### config.mk
export PLATFORM = sky130hd
export DESIGN_NAME = rvfi_seq_serializer
export DESIGN_NICKNAME = d
export VERILOG_FILES = /design/src/rtl/rvfi_seq_pkg.sv /design/src/rtl/rvfi_seq_fifo.sv /design/src/rtl/rvfi_seq_serializer.sv
export SDC_FILE = /design/constraint.sdc
export NUM_CORES = 2
export LEC_CHECK = 0
export ABC_CLOCK_PERIOD_IN_PS = 36200
export CAP_MARGIN = 10
export CORE_ASPECT_RATIO = 0.8
export CORE_MARGIN = 1.5
export CORE_UTILIZATION = 30
export CTS_CLUSTER_DIAMETER = 150
export DETAILED_ROUTE_END_ITERATION = 10
export GPL_ROUTABILITY_DRIVEN = 0
export PLACE_DENSITY = 0.47
export SYNTH_ARGS = -nofsm -noshare
export SYNTH_HDL_FRONTEND = slang
export SYNTH_SLANG_ARGS = --single-unit
### constraint.sdc
create_clock -name clock -period 36.2 [get_ports clock]
set_clock_uncertainty 0.05 [all_clocks]
set_input_delay 3.62 -clock clock [delete_from_list [all_inputs] [get_ports clock]]
set_output_delay 3.62 -clock clock [all_outputs]
set_load 0.01 [all_outputs]
### src/rtl/rvfi_seq_pkg.sv
// Shared types and payload layout for the RVFI retirement serializer.
// Payload field offsets are derived from XLEN/ILEN so every user agrees on packing.
package rvfi_seq_pkg;

  localparam int DEF_XLEN = 32;
  localparam int DEF_ILEN = 32;

  function automatic int off_insn(input int xlen, input int ilen);
    return 0 * xlen + 0 * ilen;
  endfunction

  function automatic int off_trap(input int ilen);
    return ilen;
  endfunction

  function automatic int off_halt(input int ilen);
    return ilen + 1;
  endfunction

  function automatic int off_intr(input int ilen);
    return ilen + 2;
  endfunction

  function automatic int off_mode(input int ilen);
    return ilen + 3;
  endfunction

  function automatic int off_ixl(input int ilen);
    return ilen + 5;
  endfunction

  function automatic int off_rs1_addr(input int ilen);
    return ilen + 7;
  endfunction

  function automatic int off_rs2_addr(input int ilen);
    return ilen + 12;
  endfunction

  function automatic int off_rs1_rdata(input int ilen);
    return ilen + 17;
  endfunction

  function automatic int off_rs2_rdata(input int xlen, input int ilen);
    return ilen + 17 + xlen;
  endfunction

  function automatic int off_rd_addr(input int xlen, input int ilen);
    return ilen + 17 + 2 * xlen;
  endfunction

  function automatic int off_rd_wdata(input int xlen, input int ilen);
    return ilen + 22 + 2 * xlen;
  endfunction

  function automatic int off_pc_rdata(input int xlen, input int ilen);
    return ilen + 22 + 3 * xlen;
  endfunction

  function automatic int off_pc_wdata(input int xlen, input int ilen);
    return ilen + 22 + 4 * xlen;
  endfunction

  function automatic int off_mem_addr(input int xlen, input int ilen);
    return ilen + 22 + 5 * xlen;
  endfunction

  function automatic int off_mem_rmask(input int xlen, input int ilen);
    return ilen + 22 + 6 * xlen;
  endfunction

  function automatic int off_mem_wmask(input int xlen, input int ilen);
    return ilen + 22 + 6 * xlen + xlen / 8;
  endfunction

  function automatic int off_mem_rdata(input int xlen, input int ilen);
    return ilen + 22 + 6 * xlen + xlen / 4;
  endfunction

  function automatic int off_mem_wdata(input int xlen, input int ilen);
    return ilen + 22 + 7 * xlen + xlen / 4;
  endfunction

  function automatic int pw_f(input int xlen, input int ilen);
    return ilen + 22 + 8 * xlen + xlen / 4;
  endfunction

  localparam int DEF_PW = pw_f(DEF_XLEN, DEF_ILEN);

  typedef struct packed {
    logic [63:0]       order;
    logic [DEF_PW-1:0] payload;
  } entry_t;

  function automatic int popcount(input logic [31:0] v);
    int r;
    r = 0;
    for (int i = 0; i < 32; i++) begin
      r += int'(v[i]);
    end
    return r;
  endfunction

endpackage

### src/rtl/rvfi_seq_fifo.sv
// Circular buffer: up to NRET writes per cycle, one read per cycle.
// Caller guarantees writes never exceed free space.
module rvfi_seq_fifo #(
  parameter  int NRET  = 1,
  parameter  int W     = 64,
  parameter  int DEPTH = 8,
  localparam int LW    = $clog2(DEPTH) + 1,
  localparam int AW    = (DEPTH > 1) ? $clog2(DEPTH) : 1,
  localparam int CW    = $clog2(NRET + 1)
) (
  input  logic                       clock,
  input  logic                       reset,
  input  logic                       wr_en,
  input  logic [CW-1:0]              wr_cnt,
  input  logic [NRET-1:0][W-1:0]     wr_data,
  input  logic                       rd_en,
  output logic [W-1:0]               rd_data,
  output logic [LW-1:0]              level
);

  logic [W-1:0]  mem_q [DEPTH];
  logic [W-1:0]  mem_d [DEPTH];
  logic [AW-1:0] wr_ptr_q, wr_ptr_d;
  logic [AW-1:0] rd_ptr_q, rd_ptr_d;
  logic [LW-1:0] level_q, level_d;

  always_comb begin
    mem_d    = mem_q;
    wr_ptr_d = wr_ptr_q;
    rd_ptr_d = rd_ptr_q;
    level_d  = level_q;
    if (wr_en) begin
      for (int i = 0; i < NRET; i++) begin
        if (i < int'(wr_cnt)) begin
          mem_d[(int'(wr_ptr_q) + i) % DEPTH] = wr_data[i];
        end
      end
      wr_ptr_d = AW'((int'(wr_ptr_q) + int'(wr_cnt)) % DEPTH);
    end
    if (rd_en) begin
      rd_ptr_d = AW'((int'(rd_ptr_q) + 1) % DEPTH);
    end
    level_d = LW'(int'(level_q)
                  + (wr_en ? int'(wr_cnt) : 0)
                  - (rd_en ? 1 : 0));
  end

  always_ff @(posedge clock) begin
    if (reset) begin
      wr_ptr_q <= '0;
      rd_ptr_q <= '0;
      level_q  <= '0;
    end else begin
      wr_ptr_q <= wr_ptr_d;
      rd_ptr_q <= rd_ptr_d;
      level_q  <= level_d;
    end
  end

  // Storage needs no reset: only slots below level are ever observed.
  always_ff @(posedge clock) begin
    mem_q <= mem_d;
  end

  assign rd_data = mem_q[rd_ptr_q];
  assign level   = level_q;

endmodule

### src/rtl/rvfi_seq_serializer.sv
// Serializes an NRET-wide RVFI retire bus into one retirement per cycle,
// checking program order and flagging dropped groups.
module rvfi_seq_serializer
  import rvfi_seq_pkg::*;
#(
  parameter  int NRET  = 1,
  parameter  int XLEN  = 32,
  parameter  int ILEN  = 32,
  parameter  int DEPTH = 8,
  localparam int PW    = pw_f(XLEN, ILEN),
  localparam int LW    = $clog2(DEPTH) + 1
) (
  input  logic               clock,
  input  logic               reset,
  input  logic [NRET-1:0]    in_valid,
  input  logic [NRET*64-1:0] in_order,
  input  logic [NRET*PW-1:0] in_payload,
  output logic               out_valid,
  input  logic               out_ready,
  output logic [63:0]        out_order,
  output logic [PW-1:0]      out_payload,
  output logic [LW-1:0]      level,
  output logic               err_order,
  output logic               err_overflow
);

  localparam int W  = 64 + PW;
  localparam int CW = $clog2(NRET + 1);

  logic [NRET-1:0][W-1:0] wr_data;
  logic [CW-1:0]          wr_cnt;
  logic                   wr_en;
  logic                   pop;
  logic [W-1:0]           head;
  int                     n;
  int                     space;
  int                     rank;

  logic        exp_valid_q, exp_valid_d;
  logic [63:0] exp_q, exp_d;
  logic        err_order_q, err_order_d;
  logic        err_ovf_q, err_ovf_d;

  // Valid channels packed into the lowest free slots, channel order kept.
  always_comb begin
    wr_data = '0;
    for (int c = 0; c < NRET; c++) begin
      rank = 0;
      for (int j = 0; j < c; j++) begin
        rank += int'(in_valid[j]);
      end
      if (in_valid[c]) begin
        for (int s = 0; s < NRET; s++) begin
          if (s == rank) begin
            wr_data[s] = {in_order[c*64 +: 64], in_payload[c*PW +: PW]};
          end
        end
      end
    end
  end

  always_comb begin
    n      = popcount(32'(in_valid));
    space  = DEPTH - int'(level);
    wr_en  = (n != 0) && (n <= space);
    wr_cnt = CW'(n);
  end

  assign out_valid = (level != '0);
  assign pop       = out_valid && out_ready;

  rvfi_seq_fifo #(
    .NRET  (NRET),
    .W     (W),
    .DEPTH (DEPTH)
  ) u_fifo (
    .clock   (clock),
    .reset   (reset),
    .wr_en   (wr_en),
    .wr_cnt  (wr_cnt),
    .wr_data (wr_data),
    .rd_en   (pop),
    .rd_data (head),
    .level   (level)
  );

  assign out_order   = out_valid ? head[W-1 -: 64] : '0;
  assign out_payload = out_valid ? head[PW-1:0]    : '0;

  // Expected order always follows the last popped entry, so a gap flags once.
  always_comb begin
    exp_valid_d = exp_valid_q;
    exp_d       = exp_q;
    err_order_d = err_order_q;
    err_ovf_d   = err_ovf_q;
    if (pop) begin
      if (exp_valid_q && (out_order != exp_q)) begin
        err_order_d = 1'b1;
      end
      exp_d       = out_order + 64'd1;
      exp_valid_d = 1'b1;
    end
    if ((n != 0) && !wr_en) begin
      err_ovf_d = 1'b1;
    end
  end

  always_ff @(posedge clock) begin
    if (reset) begin
      exp_valid_q <= 1'b0;
      exp_q       <= '0;
      err_order_q <= 1'b0;
      err_ovf_q   <= 1'b0;
    end else begin
      exp_valid_q <= exp_valid_d;
      exp_q       <= exp_d;
      err_order_q <= err_order_d;
      err_ovf_q   <= err_ovf_d;
    end
  end

  assign err_order    = err_order_q;
  assign err_overflow = err_ovf_q;

endmodule

==> run_results.csv <==
group,metric,value,unit
worst_setup_path,rr_endpoint,"exp_q[49]",
hold_path,min_path_type,"reg -> reg",
yosys,synth_cells,6077,
pwr,comb_power_share,0.285,
worst_setup_path,rrSetupSlack,29.81,ns
worst_setup_path,startpoint_type,"flop",
timing,rsz0062_at_grt,"false",
yosys,synth_enable_flop_cells,3056,
floorplan,ioPinCount,775,
yosys,synth_seq_cells,3133,
hold_path,hold_start,"exp_valid_q",
yosys,synth_top_cell_area_share,0.741,
worst_setup_path,endpoint_kind,"output port",
pwr,leakagePower,0.0457,µW
pwr,p_clk_frac,0.314,
yosys,ys.flop_type,"edfxtp_1",
pwr,power.density,72.5,nW/µm²
grt,first_global_vias,64903,
route,via_per_inst,4.79,
yosys,synth.avg_cell_area,20.4,µm²
floorplan,die_x,721,µm
pwr,switching_share,0.300,
worst_setup_path,path_buf_inv,7,
placed_design,dp_cells,12136,
yosys,ys_async_sr_fraction,0,
timing,finalHoldViolCount,0,
clock_network,hold_buffers,0,
floorplan,chipHeight,578,µm
cells_and_area,stdcell_area,149000,µm²
clock_network,cts-resized-gates,0,
pwr,internal_power,7560,µW
timing,worst_slew_pin_slew,1.23,ns
floorplan,die_area,417000,µm²
worst_setup_path,r2r-start,"u_fifo.rd_ptr_q[1]",
grt,grt_pass1_wl,482000,µm
clock_network,tritoncts,"built",
worst_setup_path,slowest_delay,0.84,ns
cells_and_area,final_layout_size_suffix_gt1_frac,0.189,
clock_network,cts_buffers,334,
floorplan,initial_core_util,0.302,
worst_setup_path,worst_r2r_path_depth,10,
cells_and_area,final_common_cell,"edfxtp_1",
cells_and_area,stdcell_count,12781,
timing,fin_tns_setup,0,ns
route,wl_per_cell,26.5,µm
timing,hold_ws,0.418,ns
worst_setup_path,crit_path_start,"u_fifo.rd_ptr_q[1]",
clock_network,cts_setup_buffers,0,
worst_setup_path,crit_type,"reg -> out",
worst_setup_path,cp_slowest_cell,"buf_4",
timing,final-setup-viol-count,0,
cells_and_area,final_cell_mix,"edfxtp_1, clkdlybuf4s50_1, mux4_2, mux2i_1, nor2_1",
yosys,ys_seq_area_frac,0.753,
floorplan,num_rows,210,
placed_design,placed_area,138000,µm²
route,vias,61275,
worst_setup_path,crit_chain,"buf_12 > buf_4 > buf_4 > buf_4 > buf_4 > buf_4 > mux4_2 > mux2i_1 > nor2_1 > clkdlybuf4s50_1",
route,drtPass1Iterations,5,
clock_network,htreeDepth,5,
clock_network,cts_buffer_depth,4,
job,maxCapViolations,0,
timing,finalCriticalPeriod,11.37,ns
yosys,synth_area_leaders,"edfxtp_1, mux4_2, mux2i_1, and2_1, nor2_1",
floorplan,core-area,410000,µm²
timing,worst_slack,24.83,ns
worst_setup_path,required,32.53,ns
run_status,status,"completed",
timing,maxSlewViolCount,0,
worst_setup_path,critPathTopFamily,"buffers and inverters",
hold_path,hold-path-endpoint,"exp_valid_q",
route,drt_wl_total,339000,µm
pwr,irDropWorstVdd,55.4,µV
clock_network,clock_latency,0.93,ns
pwr,pwr-share-seq,0.401,
placed_design,pre_cts_slack,25.63,ns
placed_design,port_buffers,774,
timing,fmax,0.0880,GHz
cells_and_area,final_nets,7360,
worst_setup_path,cp.arrival,7.70,ns
grt,grt_use_total,0.158,
worst_setup_path,cp_max_fo,110,
route,drtIter0Drc,4443,
worst_setup_path,cp_common_cell,"buf_4",
clock_network,clockRootBuffer,"clkbuf_16",
yosys,ys_types,73,
pwr,p_sw,3240,µW
clock_network,clk_pin_slew_worst_paths,0.06,ns
timing,fin_crit_sh,0.314,
route,antenna_left,0,
grt,antenna_found_initial,74,
hold_path,hold_depth,2,
grt,gr-total-overflow,0,
yosys,yosys.area.top_type,"edfxtp_1",
yosys,synth_warnings,0,
timing,slew_headroom,0.181,
yosys,syn_area,124000,µm²
placed_design,hpwl,197000,µm
route,drc,0,
cells_and_area,synthToLayoutAreaGrowth,20.3,%
yosys,syn_nets,6477,
clock_network,cts.sinks,3133,
grt,grt_max_degree,135,
-- stage by stage --
stage | power [µW] | util
2_1_floorplan | 6310 | -
3_3_place_gp | 7550 | 0.337
3_5_place_dp | 7560 | 0.337
4_1_cts | 11000 | 0.363
5_1_grt | 11300 | 0.363
6_report | 10800 | 0.363
-- worst max-delay path by stage --
stage	to	slack [ns]	cells after the start
after floorplan	u_fifo.mem_q[382]	1.95	9
after global placement	out_payload[53]	25.68	10
after detailed placement	out_payload[53]	25.63	10
after CTS	out_payload[53]	24.58	10
after global routing	out_payload[53]	24.45	10
final	out_payload[53]	24.83	10
-- cell families (layout without fill, tap and decap cells) --
| logic type | after synthesis | count (layout) | share of synthesized area |
|---|---|---|---|
| adder cells (fa/ha/maj) | 14 | 14 | 0.00147 |
| XOR/XNOR | 110 | 110 | 0.00778 |
| buffers and inverters | 383 | 1542 | 0.0143 |
| other | 0 | 33 | 0 |
| AO/OA/AOI/OAI | 132 | 132 | 0.00767 |
| multiplexers | 1175 | 1175 | 0.168 |
| flip-flops | 3133 | 3133 | 0.753 |
| AND/OR/NAND/NOR | 1130 | 1130 | 0.0479 |
-- state kept, by name, summed over array words and instances, names as in the netlist --
register	count
err_order	1
exp_valid_q	1
exp_q	64
u_fifo.level	4
u_fifo.wr_ptr_q	3
u_fifo.rd_ptr_q	3
err_overflow	1
u_fifo.mem_q	3056
-- layout make-up --
cell class,count,area (µm²)
antenna,33,82.6
clock buffer,407,8800
clock inverter,205,2000
fill,37911,261000
inverter,34,130
multi-input combinational,2561,28900
sequential,3133,93300
tap,5512,6900
timing repair buffer,896,8930
-- synthesized netlist by cell type, drive strengths merged (15+ instances only) --
cell and count:
edfxtp 3056, mux4 719, mux2i 451, nor2 436, and2 397, clkbuf 198, buf 151, nand2 84
dfxtp 77, xnor2 68, a211oi 44, xor2 42, nand4 39, nor4 39, nand3 35, inv 34
a22oi 31, nor3 27, a21oi 18, and3 15
-- worst min-delay path, cell delays in order, from the launching register on --
cell	delay (ns)
dfxtp_1	0.32
nor2_1	0.05
nor2_1	0.07
-- power by group through the flow --
| stage | logic (µW) | clock network (µW) | registers [µW] |
|---|---|---|---|
| 2_1_floorplan | 1710 | 0 | 4600 |
| 3_3_place_gp | 3150 | 0 | 4400 |
| 3_5_place_dp | 3150 | 0 | 4410 |
| 4_1_cts | 3160 | 3500 | 4340 |
| 5_1_grt | 3300 | 3620 | 4350 |
| 6_report | 3080 | 3390 | 4330 |
-- routing by layer --
layer  track usage  share of wire  up-vias
met5             0        0.00089        -
met4        0.0455          0.027       48
met3        0.0363          0.061      490
met2         0.255           0.47     1551
met1         0.214           0.44    32786
li1              -              -    26400
Note: power is estimated with default switching activity, not from simulation.
